===== config.mk =====
export PLATFORM = sky130hd
export DESIGN_NAME = console_uart_mux
export DESIGN_NICKNAME = d
export VERILOG_FILES = /design/src/rtl/console_uart_mux.sv
export SDC_FILE = /design/constraint.sdc
export NUM_CORES = 1
export LEC_CHECK = 0
export ABC_CLOCK_PERIOD_IN_PS = 2190
export CORE_MARGIN = 4
export CORE_UTILIZATION = 40
export DETAILED_ROUTE_END_ITERATION = 16
export GPL_TIMING_DRIVEN = 0
export PLACE_DENSITY = 0.76
export SETUP_SLACK_MARGIN = 0.05
export SKIP_LAST_GASP = 1
export SYNTH_ARGS = -nofsm -noshare
export SYNTH_HDL_FRONTEND = slang
export SYNTH_SLANG_ARGS = --single-unit
export TNS_END_PERCENT = 1

===== constraint.sdc =====
create_clock -name i_clk -period 2.19 [get_ports i_clk]
set_input_delay 0.657 -clock i_clk [delete_from_list [all_inputs] [get_ports i_clk]]
set_output_delay 0.657 -clock i_clk [all_outputs]
set_load 0.01 [all_outputs]

===== src/rtl/console_uart_mux.sv =====
// console_uart_mux: shares one UART between the hexbus debug port and a
// 7-bit console. Received bytes are split by bit 7 (1 = hexbus, 0 = console).
// Outgoing characters are arbitrated so a hexbus word (terminated by a
// newline or by a bus-idle timeout) is never split by console traffic.
//
// Handshake: a source raises *_stb with *_data and holds both stable until a
// cycle in which the matching *_busy output is 0; that cycle is the transfer.
// The UART side transfers o_tx_data in any cycle with o_tx_stb && !i_tx_busy.
// Received-side strobes (o_hb_stb, o_con_stb) are single-cycle with no
// back-pressure.
module console_uart_mux #(
  parameter int LGIDLE = 4
) (
  input  logic       i_clk,
  input  logic       i_reset,
  input  logic       i_con_stb,
  input  logic [6:0] i_con_data,
  output logic       o_con_busy,
  output logic       o_con_stb,
  output logic [6:0] o_con_data,
  input  logic       i_hb_stb,
  input  logic [6:0] i_hb_data,
  output logic       o_hb_busy,
  output logic       o_hb_stb,
  output logic [6:0] o_hb_data,
  output logic       o_tx_stb,
  output logic [7:0] o_tx_data,
  input  logic       i_tx_busy,
  input  logic       i_rx_stb,
  input  logic [7:0] i_rx_data
);

  typedef enum logic [1:0] {
    S_IDLE = 2'd0,
    S_BUS  = 2'd1,
    S_CON  = 2'd2
  } state_t;

  state_t            state_q, state_d;
  logic [LGIDLE-1:0] idle_cnt_q, idle_cnt_d;
  logic              tx_stb_q;
  logic [7:0]        tx_data_q;
  logic              hb_stb_q, con_stb_q;
  logic [6:0]        hb_data_q, con_data_q;

  logic              load;
  logic              hb_accept, con_accept;
  logic              idle_done;
  logic              hb_newline;

  // The output register can take a new byte when empty or when the UART is
  // consuming the current one this cycle.
  assign load       = !tx_stb_q || !i_tx_busy;
  assign idle_done  = &idle_cnt_q;
  assign hb_newline = (i_hb_data == 7'h0a);

  // Arbiter next state, idle counter and per-source accept decisions.
  always_comb begin
    state_d    = state_q;
    idle_cnt_d = idle_cnt_q;
    hb_accept  = 1'b0;
    con_accept = 1'b0;
    case (state_q)
      S_IDLE: begin
        idle_cnt_d = '0;
        if (load && i_hb_stb) begin
          hb_accept = 1'b1;
          // A lone newline is a complete word; no need to hold the bus.
          if (!hb_newline) state_d = S_BUS;
        end else if (load && i_con_stb) begin
          con_accept = 1'b1;
          state_d    = S_CON;
        end
      end
      S_BUS: begin
        if (load && i_hb_stb) begin
          hb_accept  = 1'b1;
          idle_cnt_d = '0;
          if (hb_newline) state_d = S_IDLE;
        end else if (idle_done) begin
          // Word abandoned: counter stays saturated until IDLE clears it.
          state_d = S_IDLE;
        end else begin
          idle_cnt_d = idle_cnt_q + LGIDLE'(1);
        end
      end
      S_CON: begin
        // The console grant covers exactly the one char taken on entry.
        idle_cnt_d = '0;
        state_d    = S_IDLE;
      end
      default: begin
        idle_cnt_d = '0;
        state_d    = S_IDLE;
      end
    endcase
    // Nothing is accepted while reset is asserted, so no source loses a char.
    if (i_reset) begin
      hb_accept  = 1'b0;
      con_accept = 1'b0;
    end
  end

  // Arbiter state and idle counter registers.
  always_ff @(posedge i_clk) begin
    if (i_reset) begin
      state_q    <= S_IDLE;
      idle_cnt_q <= '0;
    end else begin
      state_q    <= state_d;
      idle_cnt_q <= idle_cnt_d;
    end
  end

  // Transmit valid: refreshed on every load, cleared by reset (drops held byte).
  always_ff @(posedge i_clk) begin
    if (i_reset) tx_stb_q <= 1'b0;
    else if (load) tx_stb_q <= hb_accept || con_accept;
  end

  // Transmit data: tagged with bit 7 so the far end can demultiplex.
  always_ff @(posedge i_clk) begin
    if (load) begin
      if (hb_accept) tx_data_q <= {1'b1, i_hb_data};
      else if (con_accept) tx_data_q <= {1'b0, i_con_data};
    end
  end

  // Receive strobes: one-cycle pulses routed by the received bit 7.
  always_ff @(posedge i_clk) begin
    if (i_reset) begin
      hb_stb_q  <= 1'b0;
      con_stb_q <= 1'b0;
    end else begin
      hb_stb_q  <= i_rx_stb && i_rx_data[7];
      con_stb_q <= i_rx_stb && !i_rx_data[7];
    end
  end

  // Receive data: each side keeps its last char between strobes.
  always_ff @(posedge i_clk) begin
    if (i_rx_stb && i_rx_data[7]) hb_data_q <= i_rx_data[6:0];
    if (i_rx_stb && !i_rx_data[7]) con_data_q <= i_rx_data[6:0];
  end

  assign o_hb_busy  = !hb_accept;
  assign o_con_busy = !con_accept;
  assign o_tx_stb   = tx_stb_q;
  assign o_tx_data  = tx_data_q;
  assign o_hb_stb   = hb_stb_q;
  assign o_hb_data  = hb_data_q;
  assign o_con_stb  = con_stb_q;
  assign o_con_data = con_data_q;

endmodule


* Word-level counts from Yosys, hierarchy flattened
Index checks and enable logic that the tools add are counted.
** Operators by class
- Multiplexer cells :: 16
- Eq/ne operators :: 6
- $add $sub $neg :: 1
- Reduce and logical (&&, ||, !) cells :: 18
- Bitwise gates (word level) :: 1
** Operator list (count)
- 2-bit two-way mux :: 6
- 3-bit inequality test (second input constant) :: 4
- 8-bit two-way mux :: 1
- 4-bit AND reduction :: 2
- 7-bit by 4-bit == test with 1-bit output (second input constant) :: 1
- 1-bit two-way mux :: 7
- 7-bit two-way mux :: 1
- 1-bit zero test :: 5
- 4-bit by 1-bit adder with 4-bit output (second input constant) :: 1
- 1-bit logical AND :: 4
- 2-bit case mux with 2 select lines :: 1
- 3-bit OR reduction :: 1
- 2-bit by 1-bit == test with 1-bit output (second input constant) :: 1
- 2-bit zero test :: 1
- 1-bit logical OR :: 2
- 2-bit AND reduction :: 1
- 2-bit nonzero test :: 1
- 2-bit OR reduction :: 1
- 1-bit NOT :: 1
** Word-level totals
- Word-level logic and storage cells :: 51
- Output and inout port bits :: 27
- Register bits after elaboration :: 31

* Longest topological paths before layout
Gate-level depths: netlist of the first run.
- Word-level depth :: 9
- Gate-level depth with buffers :: 4
- Gate-level depth less buffers :: 4

* Least setup slack after synthesis of the first run
OpenSTA, ideal clock, no wires.
- Path kind :: input port to output port
- Start :: input port i_hb_stb
- End :: output port o_hb_busy
- Stages :: 3
- Data required time :: 1533 ps
- Arrival :: 1352 ps
- Buffers on the path :: 1
- Setup slack :: 181 ps
- Path through :: a21bo_2 or3_1 buf_6
** On the way
- Longest elaborated chain between the ends :: 5
** Ends and longest elaborated chain
- start, declared :: line 21 : input logic i_hb_stb,
- 1-bit logical AND :: line 66, 76
- 1-bit two-way mux :: line 66, 76
- 1-bit two-way mux
- 1-bit two-way mux :: line 98 : if (i_reset) begin
- 1-bit zero test :: line 146 : assign o_hb_busy = !hb_accept;
- end, declared :: line 23 : output logic o_hb_busy,
Every way passes these cells.

* Final worst setup path of the first run
Same ends and word-level chain as after synthesis.

==> flow_summary.yaml, run 1 <==
synthesis:
  syn-num-nets: 104
  synth_cell_types: 27
  synth.cell_area_um2: 1180
  synth_top_flop_cell: "edfxtp_1"
  synth_edf_count: 22
  synthCells: 75
  syn_avg_cell_area_um2: 15.7
  ys_seq_area_share_pct: 71.2
  ys_warn_count: 0
  ys_ff_latch: 31
  async_flop_share_pct: 0
worst_hold_path:
  min_path_type: "reg -> reg"
clock_tree:
  cts_buffers: 5
  clkLatencyLatePin_ps: 320
  root_buffer: "clkbuf_4"
  numClockSinks: 31
  clk_path_buf_depth: 2
  cts_tree: "yes"
  clk_pin_slew_ps: 80
  htreeDepth: 2
floorplan:
  die_x_um: 62.3
  die_y_um: 62.3
  num_io_pins: 55
  start_util_pct: 42.5
  rows: 19
  fp.dieArea_um2: 3890
  core_area_um2: 2780
worst_setup_path:
  slowest_delay_ps: 380
  worstPathRequired_ps: 1530
  cp.arrival_ps: 1460
  start_kind: "input port"
  slowest_stage: "or3_4"
  crit_top_cell: "buf_6"
  rrSetupSlack_ps: 460
  worstSetupEndpointType: "output port"
  crit_path_max_fanout: 3
  crit_type: "in -> out"
  cp_top_family: "simple AND/OR/NAND/NOR gates"
  path_buf_inv: 2
  cp_cell_sequence: "buf_6, a21bo_4, or3_4, buf_6"
global_route:
  grt_pass1_vias: 928
  grt_pass1_wl_mm: 4.57
  antenna_found_initial: 0
  grt_max_degree: 10
  overflow: 0
  track_usage_pct: 15.3
place:
  pre_cts_ws_ps: -847
  io_buffers: 54
  dpl_cell_area_um2: 1760
  dp_hpwl_mm: 2.08
  gp_congestion: 0.775
pwr:
  swShare_pct: 22.2
  cellPowerDensity_nw_per_um2: 643
  intPower_mw: 0.914
  p_clk_share_pct: 25.0
  p_comb_share_pct: 17.1
  seq_power_share_pct: 57.9
  p_sw_mw: 0.260
  p_leak_nw: 0.703
  ir_worst_vdd_mv: 0.571
timing:
  fin_ws_ps: 70.5
  clock_skew_ps: 4.56
  fin_crit_ps: 2120
  max_freq_mhz: 472
  fin_tns_setup_ps: 0
  maxSlewHeadroom_pct: 55.5
  finalHoldViolations: 0
  hold-worst-slack_ps: 522
  slew_violations: 0
  setup_violations: 0
  worst_pin_slew_ps: 666
  rsz0062_at_grt: "true"
  final.period_utilization_pct: 96.8
detailed_routing:
  wl_per_cell_um: 16.2
  vias_per_cell: 5.10
  postRouteAntennaNets: 0
  routed_wirelength_mm: 2.76
  drc: 0
  first_pass_iters: 4
  vias: 867
  drtIter0Drc: 26
finish:
  final_cell_area_um2: 1830
  final_nets: 167
  n_antenna_cell: 0
  area_delta_synth_final_pct: 54.6
  drive_gt1_share_pct: 16.5
  fin_util_pct: 65.6
flow_run:
  maxCapViolCount: 0
run_status:
  status: "complete, no violations"
## through the flow
step           cells  power [mW]
2_1_floorplan     75       0.762
3_3_place_gp     160       0.884
3_5_place_dp     160       0.891
4_1_cts          171        1.19
5_1_grt          170        1.24
6_report         170        1.17
## path summary, 6_finish.rpt
path	startpoint	end	depth (start not counted)
hold reg to reg	idle_cnt_q[3]$_SDFFE_PP0N_	idle_cnt_q[3]$_SDFFE_PP0N_	1
setup / recovery	i_hb_stb	o_hb_busy	4
setup reg to reg	o_tx_stb$_SDFFE_PP0N_	o_tx_data[1]$_DFFE_PP_	4
hold / removal	idle_cnt_q[3]$_SDFFE_PP0N_	idle_cnt_q[3]$_SDFFE_PP0N_	1
## synth_stat cells, types with 2 or more instances
master | instances | area share [%]
nand3_1 | 2 | 0.85
a31oi_1 | 2 | 1.1
edfxtp_1 | 22 | 56
mux2_4 | 7 | 8.9
nand2_1 | 3 | 0.95
inv_1 | 2 | 0.64
nor2b_1 | 3 | 1.6
nor2_1 | 7 | 2.2
dfxtp_1 | 9 | 15
## power by group through the flow
stage                     clock network [mW]  logic [mW]  registers, mW
after floorplan                            0      0.0522          0.709
after global placement                     0       0.192          0.691
after detailed placement                   0       0.197          0.694
after CTS                              0.301       0.204          0.681
after global routing                   0.341       0.214          0.685
final                                  0.294       0.201          0.680
## layout by cell type, fill, tap and decap left out, types with 3 or more instances in the layout
master           count
nor2b_1              3
clkdlybuf4s50_1     49
buf_6                3
mux2_4               7
edfxtp_1            22
clkbuf_4             5
dfxtp_1              9
nand2_1              3
nor2_1               7
buf_4                3
## flip-flops by register name (all words and copies together) (netlist names)
register / count
idle_cnt_q: 4
o_con_data: 7
o_con_stb: 1
o_hb_data: 7
o_hb_stb: 1
o_tx_data: 8
o_tx_stb: 1
state_q: 2
## logic make-up after synthesis
family	count (synthesis)	synth area share, %
flip-flops	31	71.2
AND/OR/NAND/NOR	24	11.2
multiplexers	8	9.75
AO/OA/AOI/OAI	7	4.45
buffers and inverters	3	1.59
XOR/XNOR	1	0.742
adder cells (fa/ha/maj)	1	1.06
## layer usage
layer / vias up / share of wire [%] / track usage, %
li1: 408 / - / -
met1: 417 / 35 / 14.8
met2: 31 / 57 / 26.9
met3: 11 / 5.1 / 5.95
met4: 0 / 3.4 / 9.28
met5: - / 0 / 0
## final cells by class
class | instances | area [um2]
clock buffer | 6 | 41.3
clock inverter | 2 | 7.51
fill | 228 | 956
inverter | 2 | 7.51
multi-input combinational | 41 | 333
sequential | 31 | 841
tap | 31 | 38.8
timing repair buffer | 57 | 557
## timing repair
item	CTS	global route
pin swaps	2	1
endpoints found under the setup margin	10	2
buffers inserted	3	0
hold buffers	0	0
gates cloned	0	0
resized for setup	21	3
endpoints found under the hold margin	0	0
No activity file was read; power rests on OpenSTA's default activity.
==> inputs of run 2 (changes only) <==
Settings changed: CORE_UTILIZATION 40 to 42, CTS_BUF_LIST set to sky130_fd_sc_hd__clkbuf_8, GPL_ROUTABILITY_DRIVEN set to 0, PLACE_DENSITY 0.76 to 0.8, TNS_END_PERCENT 1 to 5.
==> flow_summary.yaml, run 2 (synthesized netlist as in run 1, its figures left out) <==
timing:
  finalHoldViolations: 0
  clock_skew_ps: 2.93
  max_freq_mhz: 470
  fin_ws_ps: 61.0
  final.period_utilization_pct: 97.2
  slew_violations: 0
  worst_pin_slew_ps: 763
  maxSlewHeadroom_pct: 49.0
  rsz0062_at_grt: "true"
  setup_violations: 0
  fin_crit_ps: 2130
clock_tree:
  cts_buffers: 5
  clkLatencyLatePin_ps: 280
  clk_pin_slew_ps: 60
  cts_tree: "yes"
  root_buffer: "clkbuf_8"
  htreeDepth: 2
  numClockSinks: 31
  cts-hold-fix-buffers: 0
  clk_path_buf_depth: 2
detailed_routing:
  routed_wirelength_mm: 2.81
  first_pass_iters: 7
  vias_per_cell: 5.02
  vias: 849
  postRouteAntennaNets: 0
  drc: 0
  wl_per_cell_um: 16.6
  drtIter0Drc: 6
worst_setup_path:
  slowest_delay_ps: 390
  crit_type: "in -> out"
  cp_top_family: "simple AND/OR/NAND/NOR gates"
  worstPathRequired_ps: 1530
  cp.arrival_ps: 1470
  slowest_stage: "or3_4"
  cp_cell_sequence: "buf_6, a21bo_4, or3_4, buf_6"
  cp-startpoint: "i_tx_busy"
  reg2reg_from: "o_tx_stb$_SDFFE_PP0N_"
  crit_path_max_fanout: 2
  worstSetupEndpointType: "output port"
  path_buf_inv: 2
  start_kind: "input port"
  crit_top_cell: "buf_6"
pwr:
  intPower_mw: 1.13
  p_comb_share_pct: 14.2
  seq_power_share_pct: 48.0
  ir_worst_vdd_mv: 0.611
  p_sw_mw: 0.289
  cellPowerDensity_nw_per_um2: 752
  p_leak_nw: 0.741
  p_clk_share_pct: 37.8
  swShare_pct: 20.4
place:
  io_buffers: 54
  dp_hpwl_mm: 2.21
  pre_cts_ws_ps: -853
finish:
  layout.cells.most_common: "clkdlybuf4s50_1"
  mostFrequentLayoutCells: "48 x clkdlybuf4s50_1, 22 x edfxtp_1, 9 x dfxtp_1, 7 x mux2_4, 7 x nor2_1"
  final_nets: 167
  largest_reg_flops: 8
  multi_input_area_um2: 333
  fin_util_pct: 73.4
  area_delta_synth_final_pct: 59.6
  drive_gt1_share_pct: 18.0
  area.sequential_um2: 841
  fillCellCount: 179
  n_antenna_cell: 0
global_route:
  grt_max_degree: 11
  grt_pass1_wl_mm: 4.06
  antenna_found_initial: 0
  track_usage_pct: 16.3
  overflow: 0
  grt_pass1_vias: 832
flow_run:
  maxCapViolCount: 0
floorplan:
  die_x_um: 61.0
  fp.dieArea_um2: 3720
  die_y_um: 61.0
  core_area_um2: 2570
  start_util_pct: 46.0
  rows: 18
  num_io_pins: 55
run_status:
  status: "complete, no violations"
worst_hold_path:
  min_path_type: "reg -> reg"
  hold_start: "state_q[0]$_SDFFE_PP0P_"
==> run 2: final timing paths <==
kind | end | slack, ps | cells past startpoint
max reg2reg | o_tx_data[0]$_DFFE_PP_ | 430 | 4
min | state_q[0]$_SDFFE_PP0P_ | 540 | 2
min reg2reg | state_q[0]$_SDFFE_PP0P_ | 540 | 2
max | o_hb_busy | 60 | 4
==> run 2: layout make-up <==
type	count	share of cell area (%)
well taps	30	1.99
inverters	2	0.398
repair buffers	57	29.7
clock buffers	5	3.65
multi-input cells	41	17.7
clock inverters	3	2.06
flip-flops and latches	31	44.6
==> run 2: through the flow <==
step / power [mW] / instance area [um2] / hold WS, ps / TNS [ps] / cells
after global placement: 0.884 / 1760 / 478 / -5480 / 159
after detailed placement: 0.893 / 1760 / 501 / -5990 / 159
after floorplan: 0.762 / 1180 / 461 / 0 / 75
after global routing: 1.47 / 1890 / 550 / 0 / 169
after CTS: 1.43 / 1900 / 532 / -27.1 / 170
final: 1.42 / 1890 / 538 / 0 / 169
==> run 2: worst min-delay path: cells and delay by family (launching register included) <==
| family | cells | cell delay, ps |
|---|---|---|
| DFF | 1 | 320 |
| AOI/OAI and AO/OA | 1 | 70 |
| and+or+nand+nor | 1 | 90 |
==> run 2: timing repair <==
action / in CTS / in global routing
setup buffers: 3 / 0
gates resized for setup: 20 / 5
pin swaps: 2 / 0
gates cloned: 0 / 0
endpoints found under the hold margin: 0 / 0
endpoints found under the setup margin: 17 / 2
==> run 2: per-layer routing <==
metal | GRT usage (%) | share of wire (%) | up-vias
li1 | - | - | 409
met1 | 16.8 | 38 | 407
met2 | 28.5 | 55 | 24
met3 | 6.92 | 5.7 | 9
met4 | 7.74 | 1.9 | 0
met5 | 0 | 0 | -
==> run 2: power groups by stage <==
stage          Combinational [mW]  Clock, mW  Sequential [mW]
2_1_floorplan              0.0522          0            0.709
3_3_place_gp                0.193          0            0.691
3_5_place_dp                0.199          0            0.694
4_1_cts                     0.206      0.547            0.682
5_1_grt                     0.213      0.577            0.685
6_report                    0.201      0.536            0.681
==> inputs of run 3 (changes only) <==
Settings changed: CELL_PAD_IN_SITES_DETAIL_PLACEMENT set to 1, CELL_PAD_IN_SITES_GLOBAL_PLACEMENT set to 1, CORE_UTILIZATION 42 to 30, PLACE_DENSITY 0.8 to 0.73.
==> flow_summary.yaml, run 3 (synthesized netlist as in run 1, its figures left out) <==
worst_setup_path:
  crit_path_max_fanout: 2
  cp_cell_sequence: "buf_6, a21bo_4, or3_1, buf_6, buf_6"
  path_buf_inv: 3
  crit_type: "in -> out"
  worstSetupEndpointType: "output port"
  cp_top_family: "simple AND/OR/NAND/NOR gates"
  slowest_delay_ps: 350
  start_kind: "input port"
  crit_top_cell: "buf_6"
  cp.arrival_ps: 1540
  slowest_stage: "or3_1"
  worstPathRequired_ps: 1530
global_route:
  grt_max_degree: 11
  grt_pass1_vias: 942
  overflow: 0
  antenna_found_initial: 0
  track_usage_pct: 11.8
  grt_pass1_wl_mm: 4.55
detailed_routing:
  met2WireLength_mm: 1.64
  met1_length_um: 998
  postRouteAntennaNets: 0
  highest_layer: "met4"
  drc: 0
  vias_per_cell: 4.41
  wl_per_cell_um: 14.8
  first_pass_iters: 3
  drtIter0Drc: 52
  routed_wirelength_mm: 2.79
  vias: 834
  wl_met3_um: 110
clock_tree:
  cts_buffers: 5
  clkLatencyLatePin_ps: 270
  htreeDepth: 2
  cts_tree: "yes"
  numClockSinks: 31
  root_buffer: "clkbuf_8"
  clk_path_buf_depth: 2
  clk_pin_slew_ps: 60
finish:
  fillCellCount: 397
  largest_reg_flops: 8
  drive_gt1_share_pct: 18.4
  final_nets: 169
  layout.cells.most_common: "clkdlybuf4s50_1"
  area_delta_synth_final_pct: 62.0
  mostFrequentLayoutCells: "49 x clkdlybuf4s50_1, 22 x edfxtp_1, 9 x dfxtp_1, 7 x mux2_4, 7 x nor2_1"
  fin_util_pct: 51.1
  n_antenna_cell: 0
floorplan:
  die_y_um: 70.7
  start_util_pct: 31.6
  rows: 22
  num_io_pins: 55
  die_x_um: 70.7
  fp.dieArea_um2: 5000
  core_area_um2: 3740
pwr:
  intPower_mw: 1.05
  seq_power_share_pct: 51.3
  p_sw_mw: 0.278
  ir_worst_vdd_mv: 0.451
  swShare_pct: 21.0
  p_comb_share_pct: 15.4
  p_leak_nw: 0.740
  p_clk_share_pct: 33.3
  cellPowerDensity_nw_per_um2: 693
timing:
  maxSlewHeadroom_pct: 53.5
  setup_violations: 1
  max_freq_mhz: 455
  worst_pin_slew_ps: 696
  fin_crit_ps: 2200
  clock_skew_ps: 4.02
  final.period_utilization_pct: 100
  slew_violations: 0
  rsz0062_at_grt: "true"
  fin_ws_ps: -6.79
  finalHoldViolations: 0
place:
  io_buffers: 54
  pre_cts_ws_ps: -849
  dp_hpwl_mm: 2.22
run_status:
  status: "finished, violations left"
  violations: "negative setup slack"
worst_hold_path:
  min_path_type: "reg -> reg"
flow_run:
  maxCapViolCount: 0
-- run 3: routing by layer --
metal | up-vias | GRT usage (%)
met5 | - | 0
met3 | 4 | 2.84
met2 | 21 | 23.0
met1 | 400 | 11.7
li1 | 409 | -
met4 | 0 | 5.01
-- run 3: per-stage QoR --
| step | TNS (ps) | area, um2 | instances | power [mW] | hold slack [ps] |
|---|---|---|---|---|---|
| final | -6.79 | 1910 | 189 | 1.33 | 543 |
| after global routing | -20.2 | 1910 | 189 | 1.39 | 589 |
| after CTS | -63.6 | 1900 | 187 | 1.34 | 546 |
| after detailed placement | -6090 | 1780 | 177 | 0.892 | 531 |
| after global placement | -5750 | 1780 | 177 | 0.886 | 476 |
| after floorplan | 0 | 1180 | 75 | 0.762 | 461 |
-- run 3: layout make-up --
type	instances	area, um2	share of cell area, %
well taps	48	60.1	3.14
multi-input cells	41	328	17.1
plain buffers	1	11.3	0.589
inverters	2	7.51	0.392
repair buffers	58	574	30.0
clock inverters	2	8.76	0.458
flip-flops and latches	31	841	44.0
clock buffers	6	82.6	4.32
-- run 3: worst paths after layout --
| kind | from | to | slack [ps] | cells after the start |
|---|---|---|---|---|
| hold reg to reg | state_q[0]$_SDFFE_PP0P_ | state_q[0]$_SDFFE_PP0P_ | 540 | 2 |
| setup / recovery | i_tx_busy | o_hb_busy | -7 | 5 |
| setup reg to reg | o_tx_stb$_SDFFE_PP0N_ | o_tx_data[0]$_DFFE_PP_ | 350 | 5 |
| hold / removal | state_q[0]$_SDFFE_PP0P_ | state_q[0]$_SDFFE_PP0P_ | 540 | 2 |
-- run 3: repair_timing --
item,CTS,global route
cloned,0,0
hold buffers,0,0
endpoints found under the setup margin,17,2
buffers inserted,2,2
pin swaps,2,1
resized for setup,22,2
-- run 3: power groups by stage --
stage | sequential (mW) | combinational [mW] | clock (mW)
2_1_floorplan | 0.709 | 0.0522 | 0
3_3_place_gp | 0.692 | 0.194 | 0
5_1_grt | 0.684 | 0.217 | 0.486
3_5_place_dp | 0.694 | 0.198 | 0
4_1_cts | 0.682 | 0.204 | 0.454
6_report | 0.681 | 0.204 | 0.442
-- run 3: tightest hold or removal path: stages (launching register included) --
cell and delay (ps):
dfxtp_1 320, nand4b_1 90, a221oi_1 70
